$ cat config.mk
export PLATFORM = sky130hd
export DESIGN_NAME = enoc_switch_allocator
export DESIGN_NICKNAME = d
export VERILOG_FILES = /design/src/rtl/enoc_switch_allocator.sv
export SDC_FILE = /design/constraint.sdc
export NUM_CORES = 1
export LEC_CHECK = 0
export ABC_AREA = 1
export CORE_UTILIZATION = 53
export CTS_CLUSTER_DIAMETER = 150
export DETAILED_ROUTE_END_ITERATION = 6
export PLACE_DENSITY = 0.88
export SYNTH_ARGS = -nofsm -noshare
export SYNTH_HDL_FRONTEND = slang
export SYNTH_SLANG_ARGS = --single-unit
$ cat constraint.sdc
create_clock -name clk -period 3.2 [get_ports clk]
set_input_delay 0.64 -clock clk [delete_from_list [all_inputs] [get_ports clk]]
set_output_delay 0.64 -clock clk [all_outputs]
set_load 0.02 [all_outputs]
$ cat src/rtl/enoc_switch_allocator.sv
// ----------------------------------------------------------------------------
// enoc_switch_allocator
//
// Switch allocator for one ENoC mesh/torus router. Each of the M output ports
// is shared among the N input queues by an independent round-robin arbiter.
// Grants are registered; the crossbar select and the queue pop (o_deq) are
// derived from the registered grant so that data and dequeue happen in the
// same cycle. A granted input keeps its output while the downstream enable is
// low, so no flit is lost or reordered under back-pressure.
//
// Optional feature (compile-time macro ENOC_ALLOC_PACKET_LOCK_EN):
//   defined   -> wormhole lock: an output stays with its holder from the first
//                non-tail transfer until the tail flit has been transferred.
//   undefined -> flit-level arbitration, i_tail is ignored, no lock state.
//
// Parameters:
//   N      number of input queues (requesters)
//   M      number of output ports (resources)
//   SEL_W  width of the per-output select index (derived from N)
//
// Ports:
//   clk        system clock
//   reset_n    asynchronous active-low reset
//   i_req      [n]    input n has a head flit valid
//   i_req_out  [n][m] output requested by input n (lowest set bit wins)
//   i_tail     [n]    head flit of input n is a packet tail
//   i_en       [m]    downstream enable of output m
//   o_grant    [n][m] registered grant of output m to input n
//   o_sel      [m]    index of the input holding output m
//   o_sel_val  [m]    output m has a valid grant
//   o_deq      [n]    input n pops its queue this cycle
// ----------------------------------------------------------------------------
module enoc_switch_allocator #(
    parameter  int unsigned N     = 5,
    parameter  int unsigned M     = 5,
    localparam int unsigned SEL_W = (N > 1) ? $clog2(N) : 1
) (
    input  logic                        clk,
    input  logic                        reset_n,
    input  logic [0:N-1]                i_req,
    input  logic [0:N-1][0:M-1]         i_req_out,
    input  logic [0:N-1]                i_tail,
    input  logic [0:M-1]                i_en,
    output logic [0:N-1][0:M-1]         o_grant,
    output logic [0:M-1][SEL_W-1:0]     o_sel,
    output logic [0:M-1]                o_sel_val,
    output logic [0:N-1]                o_deq
);

    // ------------------------------------------------------------------------
    // State
    // ------------------------------------------------------------------------
    logic [0:N-1][0:M-1]     r_grant;
    logic [0:M-1][SEL_W-1:0] r_sel;
    logic [0:M-1]            r_sel_val;
    logic [0:M-1][SEL_W-1:0] r_ptr;

    logic [0:N-1][0:M-1]     w_grant_d;
    logic [0:M-1][SEL_W-1:0] w_sel_d;
    logic [0:M-1]            w_sel_val_d;
    logic [0:M-1][SEL_W-1:0] w_ptr_d;

    // ------------------------------------------------------------------------
    // Request decode: one output per input, lowest index wins on multi-hot.
    // ------------------------------------------------------------------------
    logic [0:N-1][0:M-1] w_req_dec;

    always_comb begin
        logic v_hit;
        v_hit     = 1'b0;
        w_req_dec = '0;
        for (int n = 0; n < N; n++) begin
            v_hit = 1'b0;
            for (int m = 0; m < M; m++) begin
                if (i_req[n] && i_req_out[n][m] && !v_hit) begin
                    w_req_dec[n][m] = 1'b1;
                    v_hit           = 1'b1;
                end
            end
        end
    end

    // ------------------------------------------------------------------------
    // Holder view per output: is the current holder still asking for this
    // output, and is its head flit a tail.
    // ------------------------------------------------------------------------
    logic [0:M-1] w_hold_req;
    logic [0:M-1] w_hold_tail;
    logic [0:M-1] w_xfer;

    always_comb begin
        w_hold_req  = '0;
        w_hold_tail = '0;
        for (int m = 0; m < M; m++) begin
            for (int n = 0; n < N; n++) begin
                if (r_sel_val[m] && (r_sel[m] == SEL_W'(n))) begin
                    w_hold_req[m]  = w_req_dec[n][m];
                    w_hold_tail[m] = i_tail[n];
                end
            end
        end
    end

    assign w_xfer = w_hold_req & i_en;

    // Pop is taken from the registered grant, so it lines up with the data
    // the crossbar is steering this cycle.
    always_comb begin
        o_deq = '0;
        for (int m = 0; m < M; m++) begin
            for (int n = 0; n < N; n++) begin
                if (w_xfer[m] && (r_sel[m] == SEL_W'(n))) begin
                    o_deq[n] = 1'b1;
                end
            end
        end
    end

    // ------------------------------------------------------------------------
    // Round-robin search per output, starting at r_ptr and wrapping mod N.
    // ------------------------------------------------------------------------
    logic [0:M-1]            w_arb_hit;
    logic [0:M-1][SEL_W-1:0] w_arb_idx;

    always_comb begin
        int v_idx;
        v_idx     = 0;
        w_arb_hit = '0;
        w_arb_idx = '0;
        for (int m = 0; m < M; m++) begin
            for (int k = 0; k < N; k++) begin
                v_idx = int'(r_ptr[m]) + k;
                if (v_idx >= int'(N)) begin
                    v_idx = v_idx - int'(N);
                end
                if (!w_arb_hit[m] && w_req_dec[v_idx][m]) begin
                    w_arb_hit[m] = 1'b1;
                    w_arb_idx[m] = SEL_W'(v_idx);
                end
            end
        end
    end

    // ------------------------------------------------------------------------
    // Keep decision: when set, output m holds its grant and its pointer.
    // ------------------------------------------------------------------------
    logic [0:M-1] w_keep;

`ifdef ENOC_ALLOC_PACKET_LOCK_EN
    logic [0:M-1] r_lock;
    logic [0:M-1] w_lock_d;

    // Hold on back-pressure, while a packet is open (even if the holder has
    // gone idle), and on a non-tail transfer which opens or continues one.
    assign w_keep = (w_hold_req & ~i_en)
                  | (r_lock & ~(w_xfer & w_hold_tail))
                  | (w_xfer & ~w_hold_tail);

    // A released output always ends up unlocked: release implies either a
    // tail transfer or an idle unlocked output.
    always_comb begin
        w_lock_d = '0;
        for (int m = 0; m < M; m++) begin
            if (w_keep[m]) begin
                w_lock_d[m] = w_xfer[m] ? ~w_hold_tail[m] : r_lock[m];
            end
        end
    end

    always_ff @(posedge clk or negedge reset_n) begin
        if (!reset_n) begin
            r_lock <= '0;
        end else begin
            r_lock <= w_lock_d;
        end
    end
`else
    logic w_unused_tail;

    assign w_unused_tail = ^i_tail;
    assign w_keep        = w_hold_req & ~i_en;
`endif

    // ------------------------------------------------------------------------
    // Next-state
    // ------------------------------------------------------------------------
    always_comb begin
        w_sel_d     = r_sel;
        w_sel_val_d = r_sel_val;
        w_ptr_d     = r_ptr;
        for (int m = 0; m < M; m++) begin
            if (!w_keep[m]) begin
                if (w_arb_hit[m]) begin
                    w_sel_d[m]     = w_arb_idx[m];
                    w_sel_val_d[m] = 1'b1;
                    w_ptr_d[m]     = (w_arb_idx[m] == SEL_W'(N - 1)) ? '0
                                                                    : w_arb_idx[m] + 1'b1;
                end else begin
                    // Select keeps its last value; only the valid drops.
                    w_sel_val_d[m] = 1'b0;
                end
            end
        end
    end

    always_comb begin
        w_grant_d = '0;
        for (int n = 0; n < N; n++) begin
            for (int m = 0; m < M; m++) begin
                w_grant_d[n][m] = w_sel_val_d[m] && (w_sel_d[m] == SEL_W'(n));
            end
        end
    end

    always_ff @(posedge clk or negedge reset_n) begin
        if (!reset_n) begin
            r_grant   <= '0;
            r_sel     <= '0;
            r_sel_val <= '0;
            r_ptr     <= '0;
        end else begin
            r_grant   <= w_grant_d;
            r_sel     <= w_sel_d;
            r_sel_val <= w_sel_val_d;
            r_ptr     <= w_ptr_d;
        end
    end

    assign o_grant   = r_grant;
    assign o_sel     = r_sel;
    assign o_sel_val = r_sel_val;

    // ------------------------------------------------------------------------
    // Invariants: an output is held by at most one input, and a valid select
    // always names an existing input.
    // ------------------------------------------------------------------------
    for (genvar gm = 0; gm < M; gm++) begin : g_chk
        logic [N-1:0] w_col;

        always_comb begin
            w_col = '0;
            for (int n = 0; n < N; n++) begin
                w_col[n] = r_grant[n][gm];
            end
        end

        a_one_holder : assert property (@(posedge clk) disable iff (!reset_n)
            $onehot0(w_col));
        a_sel_range : assert property (@(posedge clk) disable iff (!reset_n)
            r_sel_val[gm] |-> (32'(r_sel[gm]) < N));
    end

endmodule

Word-level counts from Yosys, hierarchy flattened
Cells that the tools add are included.
{ "totals": {"register_bits": 60, "in_bits": 42, "elab_cells": 654} }
{ "classes": {"add_sub_neg": 50, "order_cmp": 50, "n_eq_ne": 45, "n_mux": 265, "n_bitwise": 33, "n_reduce_logical": 195} }
{ "ops": {"columns": ["cell", "n"], "rows": [
  ["$ge 32x4->1 const B", 25],
  ["$mux 32", 25],
  ["$not 32->32", 25],
  ["$bmux 5 s3", 25],
  ["$mux 3", 50],
  ["$logic_and 1x1->1", 140],
  ["$mux 1", 135],
  ["$sub 4x3->5 const B", 20],
  ["$ge 4x3->1 const B", 20],
  ["$eq 3x2->1 const B", 20],
  ["$mux 5", 10],
  ["$eq 3x3->1 const B", 15],
  ["$add 3x2->4 const B", 10],
  ["$logic_not 1->1", 40],
  ["$mux 4", 10],
  ["$eq 3x1->1 const B", 10],
  ["$logic_not 3->1", 10],
  ["$add 3x1->4 const B", 5],
  ["$add 3x3->4 const B", 5],
  ["$mux 2", 10],
  ["$sub 3x3->4 const B", 5],
  ["$add 3x1->3 const B", 5],
  ["$ge 3x3->1 const B", 5],
  ["$and 5x5->5", 2],
  ["3 further kinds", 11]
]} }

Depth between registers and ports, before layout
{ "logic_depth": {"word_depth": 34, "depth_mapped": 26, "depth_no_buf": 26} }

Worst setup path before layout
OpenSTA, ideal clock, no wires.
{ "synth_timing": {"path_type": "register to register", "startpoint": "register r_ptr[6] (netlist name)", "endpoint": "register r_ptr[7] (netlist name)", "setup_time_ps": 134, "arrival_ps": 2882, "path_slack_ps": 185, "stages_incl_launch_ff": 25, "path_buffers": 1, "path_cell_list": "dfrtp_1 buf_4 inv_2 ha_1 inv_1 ha_1 nor2_1 nor2_4 nand2_1 nand2_1 inv_1 nand2_1 nand3_1 nand3_1 nand2_1 nand3_2 nor2_4 nand2_1 nor2_1 nand2_1 nand2_1 inv_1 ha_1 nand3_1 o21ai_0"} }
{ "synth_via": {"elab_chain_len": 21, "word_cells_on_any_way": 61, "classes_between": "10 x add/sub; 5 x order compare; 1 x eq/ne; 31 x mux; 5 x bitwise; 9 x reduce/logical"} }
{ "synth_rtl": {"columns": ["element", "line_no", "rtl"], "rows": [
  ["from (decl)", "56", "logic [0:M-1][SEL_W-1:0] r_ptr;"],
  ["from (signal assigned)", "225", "r_ptr <= w_ptr_d;"],
  ["parallel branches: the longest is 21 deep, another holds $sub 4x3->5", null, null]
]} }
Parallel ways; which one is timed is not known. The select of a mux whose other input is x is not followed.
A chain may end at the register's enable or synchronous reset.

Worst setup path after layout
{ "layout_timing": {"startpoint": "register r_sel (netlist bit o_sel[12])", "endpoint": "output o_deq[0] (netlist name)"} }
{ "layout_via": {"elab_chain_len": 14, "word_cells_on_any_way": 22, "classes_between": "4 x eq/ne; 10 x mux; 1 x bitwise; 7 x reduce/logical"} }
{ "layout_rtl": {"columns": ["element", "line_no", "rtl"], "rows": [
  ["from (decl)", "54", "logic [0:M-1][SEL_W-1:0] r_sel;"],
  ["from (signal assigned)", "223", "r_sel <= w_sel_d;"],
  ["$logic_not 3->1", "96, 112", null],
  ["$logic_and 1x1->1", "96", "if (r_sel_val[m] && (r_sel[m] == SEL_W'(n))) begin"],
  ["$mux 1 (5 in series)", "96", null],
  ["$and 5x5->5", "104", "assign w_xfer = w_hold_req & i_en;"],
  ["$logic_and 1x1->1 *", "112", "if (w_xfer[m] && (r_sel[m] == SEL_W'(n))) begin"],
  ["$mux 1 * (5 in series)", "112", null],
  ["to (decl)", "47", "output logic [0:N-1] o_deq"]
]} }
Mark *: on every way between the ends. The rest lies on a longest branch, timed or not.

==> impl_metrics.json <==
{
  "fin_hold_ws_ps": 468,
  "crit_path_top_delay_cell": "sky130_fd_sc_hd__dfrtp_1",
  "timing.rr.end": "r_ptr[5]",
  "io_pins": 92,
  "post-synth-top-area-fraction": 0.208,
  "placed_cell_areas_sq_mm": 0.0104,
  "final.period_utilization": 1.02,
  "drv_slew": 0,
  "core_area_sq_mm": 0.0148,
  "synth_sequential_area_ratio": 0.184,
  "grt_pass1_wl_mm": 42.1,
  "root_buffer": "sky130_fd_sc_hd__clkbuf_16",
  "failed_checks": "setup timing",
  "global_route.usage.total": 0.322,
  "hold_viol": 0,
  "worst_slew_pin_slew_ps": 784,
  "worst_case_setup_margin_in_the_final_layout_ps": -66.5,
  "number_of_sinks_on_the_clock_net": 60,
  "cp-end-kind": "output port",
  "run_status": "finished, violations left",
  "vias_in_the_first_global_route": 9539,
  "routed_wl_mm": 28.0,
  "cts_buffers": 9,
  "finalCriticalPeriod_ps": 3270,
  "worst_hold_check_path_type": "in -> async",
  "synth_warnings": 0,
  "synth.top_cells.by_area": "sky130_fd_sc_hd__nand2_1 21%, sky130_fd_sc_hd__dfrtp_1 18%, sky130_fd_sc_hd__nand3_1 13%",
  "max_cap_viol_count": 0,
  "reg2reg_slack_ps": 90,
  "avgSynthCellArea_sq_um": 5.89,
  "die_area_sq_mm": 0.0159,
  "globalRouteOverflowTotal": 0,
  "cp_top_family": "simple AND/OR/NAND/NOR gates",
  "vias": 10500,
  "synth_edf_count": 0,
  "port_buffers": 86,
  "cp_slowest_stage_delay_ps": 460,
  "syn_inst": 1386,
  "cts_tree": "yes",
  "area_delta_synth_final_pct": 40.2,
  "dp_hpwl_mm": 20.6,
  "asyncSetResetFlopFracSynth": 1.00,
  "critical_path_peak_fanout": 5,
  "maximum_number_of_pins_on_one_net_before_global_route_repair": 61,
  "drt_iter0_markers": 1020,
  "timing.fmax_ghz": 0.306,
  "final_layout_size_suffix_gt1_frac": 0.256,
  "clk_pin_slew_worst_paths_ps": 50,
  "pre_cts_slack_ps": -715,
  "worstReg2RegStart": "r_ptr[4]",
  "ys_dominant_reg_cell": "sky130_fd_sc_hd__dfrtp_1",
  "worstSetupPathType": "reg -> out",
  "gp_congestion": 0.965,
  "critical_path.n_buffers_inverters": 3,
  "synth.distinct_cells": 45,
  "max-clock-path-buffers": 2,
  "die_w_um": 126,
  "wire_per_inst_um": 15.0,
  "required_ps": 2560,
  "fin_area_sq_mm": 0.0114,
  "clock_latency_of_the_later_clocked_register_in_the_worst_skew_pair_ps": 340,
  "vias_per_cell": 5.66,
  "synth.ff_latch_count": 60,
  "cts_hold_repair.buffers": 0,
  "detailed_routing_iteration_count_for_the_pre_antenna_repair_pass": 6,
  "worst_setup_path_start_kind": "register",
  "cp.arrival_ps": 2630,
  "drt_drc_violations_left": 0,
  "worst-r2r-cell-count": 22,
  "synth_largest_area_cell": "sky130_fd_sc_hd__nand2_1",
  "final-setup-viol-count": 2,
  "cts_max_level": 3,
  "die-height_um": 126,
  "fin_worst_skew_ps": 2.63,
  "worstPathCellList": "inv_1 -> nor3_1 -> nand2_1 -> nand3_2 -> nand2_2 -> nand2_1 -> o211ai_1 -> nor2_1 -> buf_4 -> a22o_1 -> a21oi_2 -> o211ai_1 -> buf_4",
  "ant_nets": 0,
  "synthesis.nets": 1497,
  "initial_utilization": 0.553,
  "maxSlewHeadroom": 0.477,
  "nNetsFinal": 1779,
  "num_rows": 44,
  "syn_area_sq_mm": 0.00816,
  "antenna_found_initial": 4
}
## area by class of cell
class	instances	area, sq um
Sequential cell	60	1510
Timing Repair Buffer	278	2290
Tap cell	184	230
Clock inverter	4	25.0
Fill cell	1051	3310
Antenna cell	4	10.0
Multi-Input combinational cell	1092	6280
Clock buffer	12	246
Inverter	227	852
## how the worst max path moves through the flow
| stage | startpoint | end | slack [ps] | depth (start not counted) |
|---|---|---|---|---|
| global placement | i_req[2] | o_deq[1] | -650 | 14 |
| finish | o_sel[12] | o_deq[0] | -70 | 13 |
| global route | r_ptr[1] | r_ptr[1] | -120 | 23 |
| floorplan | r_ptr[6] | r_ptr[7] | 180 | 24 |
| detailed placement | i_req[1] | o_deq[3] | -710 | 14 |
| CTS | i_req_out[22] | o_deq[4] | -10 | 14 |
## metrics by stage
stage          cells  setup TNS (ps)  utilization
2_1_floorplan   1386               0            -
3_3_place_gp    1812           -9240        0.706
3_5_place_dp    1812          -10700        0.706
4_1_cts         1828           -14.6        0.727
5_1_grt         1861           -1780        0.775
6_report        1861           -82.2        0.775
## what timing repair did
item                       4_1_cts  5_1_grt
pin swaps                       11       45
gates resized for setup         71      166
buffers inserted                 0       29
setup endpoints to repair       12       51
hold endpoints to repair         0        0
## Yosys cell counts (all sizes together) (2+ instances only)
library cell / n
nand2: 481
inv: 225
nand3: 218
nor2: 102
ha: 69
dfrtp: 60
o21ai: 58
nand4: 40
a21oi: 33
nor3: 18
o211ai: 17
xor2: 14
nand3b: 9
buf: 7
a21boi: 5
a22oi: 4
xnor2: 4
o221ai: 3
o31ai: 3
or2: 3
a22o: 2
and2: 2
clkinv: 2
## cells in the final DEF (no fill, tap or decap), drive strengths merged, types with 18 or more instances in the layout
cell             n
clkdlybuf4s50   56
dfrtp           60
buf            198
inv            226
nand4           40
ha              69
nor3            18
nor2           102
nand3          218
a21oi           33
o21ai           58
nand2          481
## kinds of logic after synthesis
| family | Yosys count | synth area share |
|---|---|---|
| and+or+nand+nor | 876 | 0.481 |
| buffers and inverters | 234 | 0.111 |
| AOI/OAI and AO/OA | 129 | 0.0969 |
| adders and majority gates | 69 | 0.106 |
| DFF | 60 | 0.184 |
| xor gates and xnor gates | 18 | 0.0212 |
## metal layers
layer  up-vias  global-route usage  wire length (um)
li1       5049                   -                 -
met1      4797               0.376             10900
met2       550               0.573             13600
met3       137              0.0582              2070
met4         0               0.147              1400
met5         -                   0                 0
## registers in the layout (all words and copies together), names as in the netlist
name / flops
o_sel: 15
o_grant: 25
r_ptr: 15
o_sel_val: 5
Power is left out: the tool's default activity adds up to more than one toggle a clock period on the data nets, which glitch-free logic cannot reach.
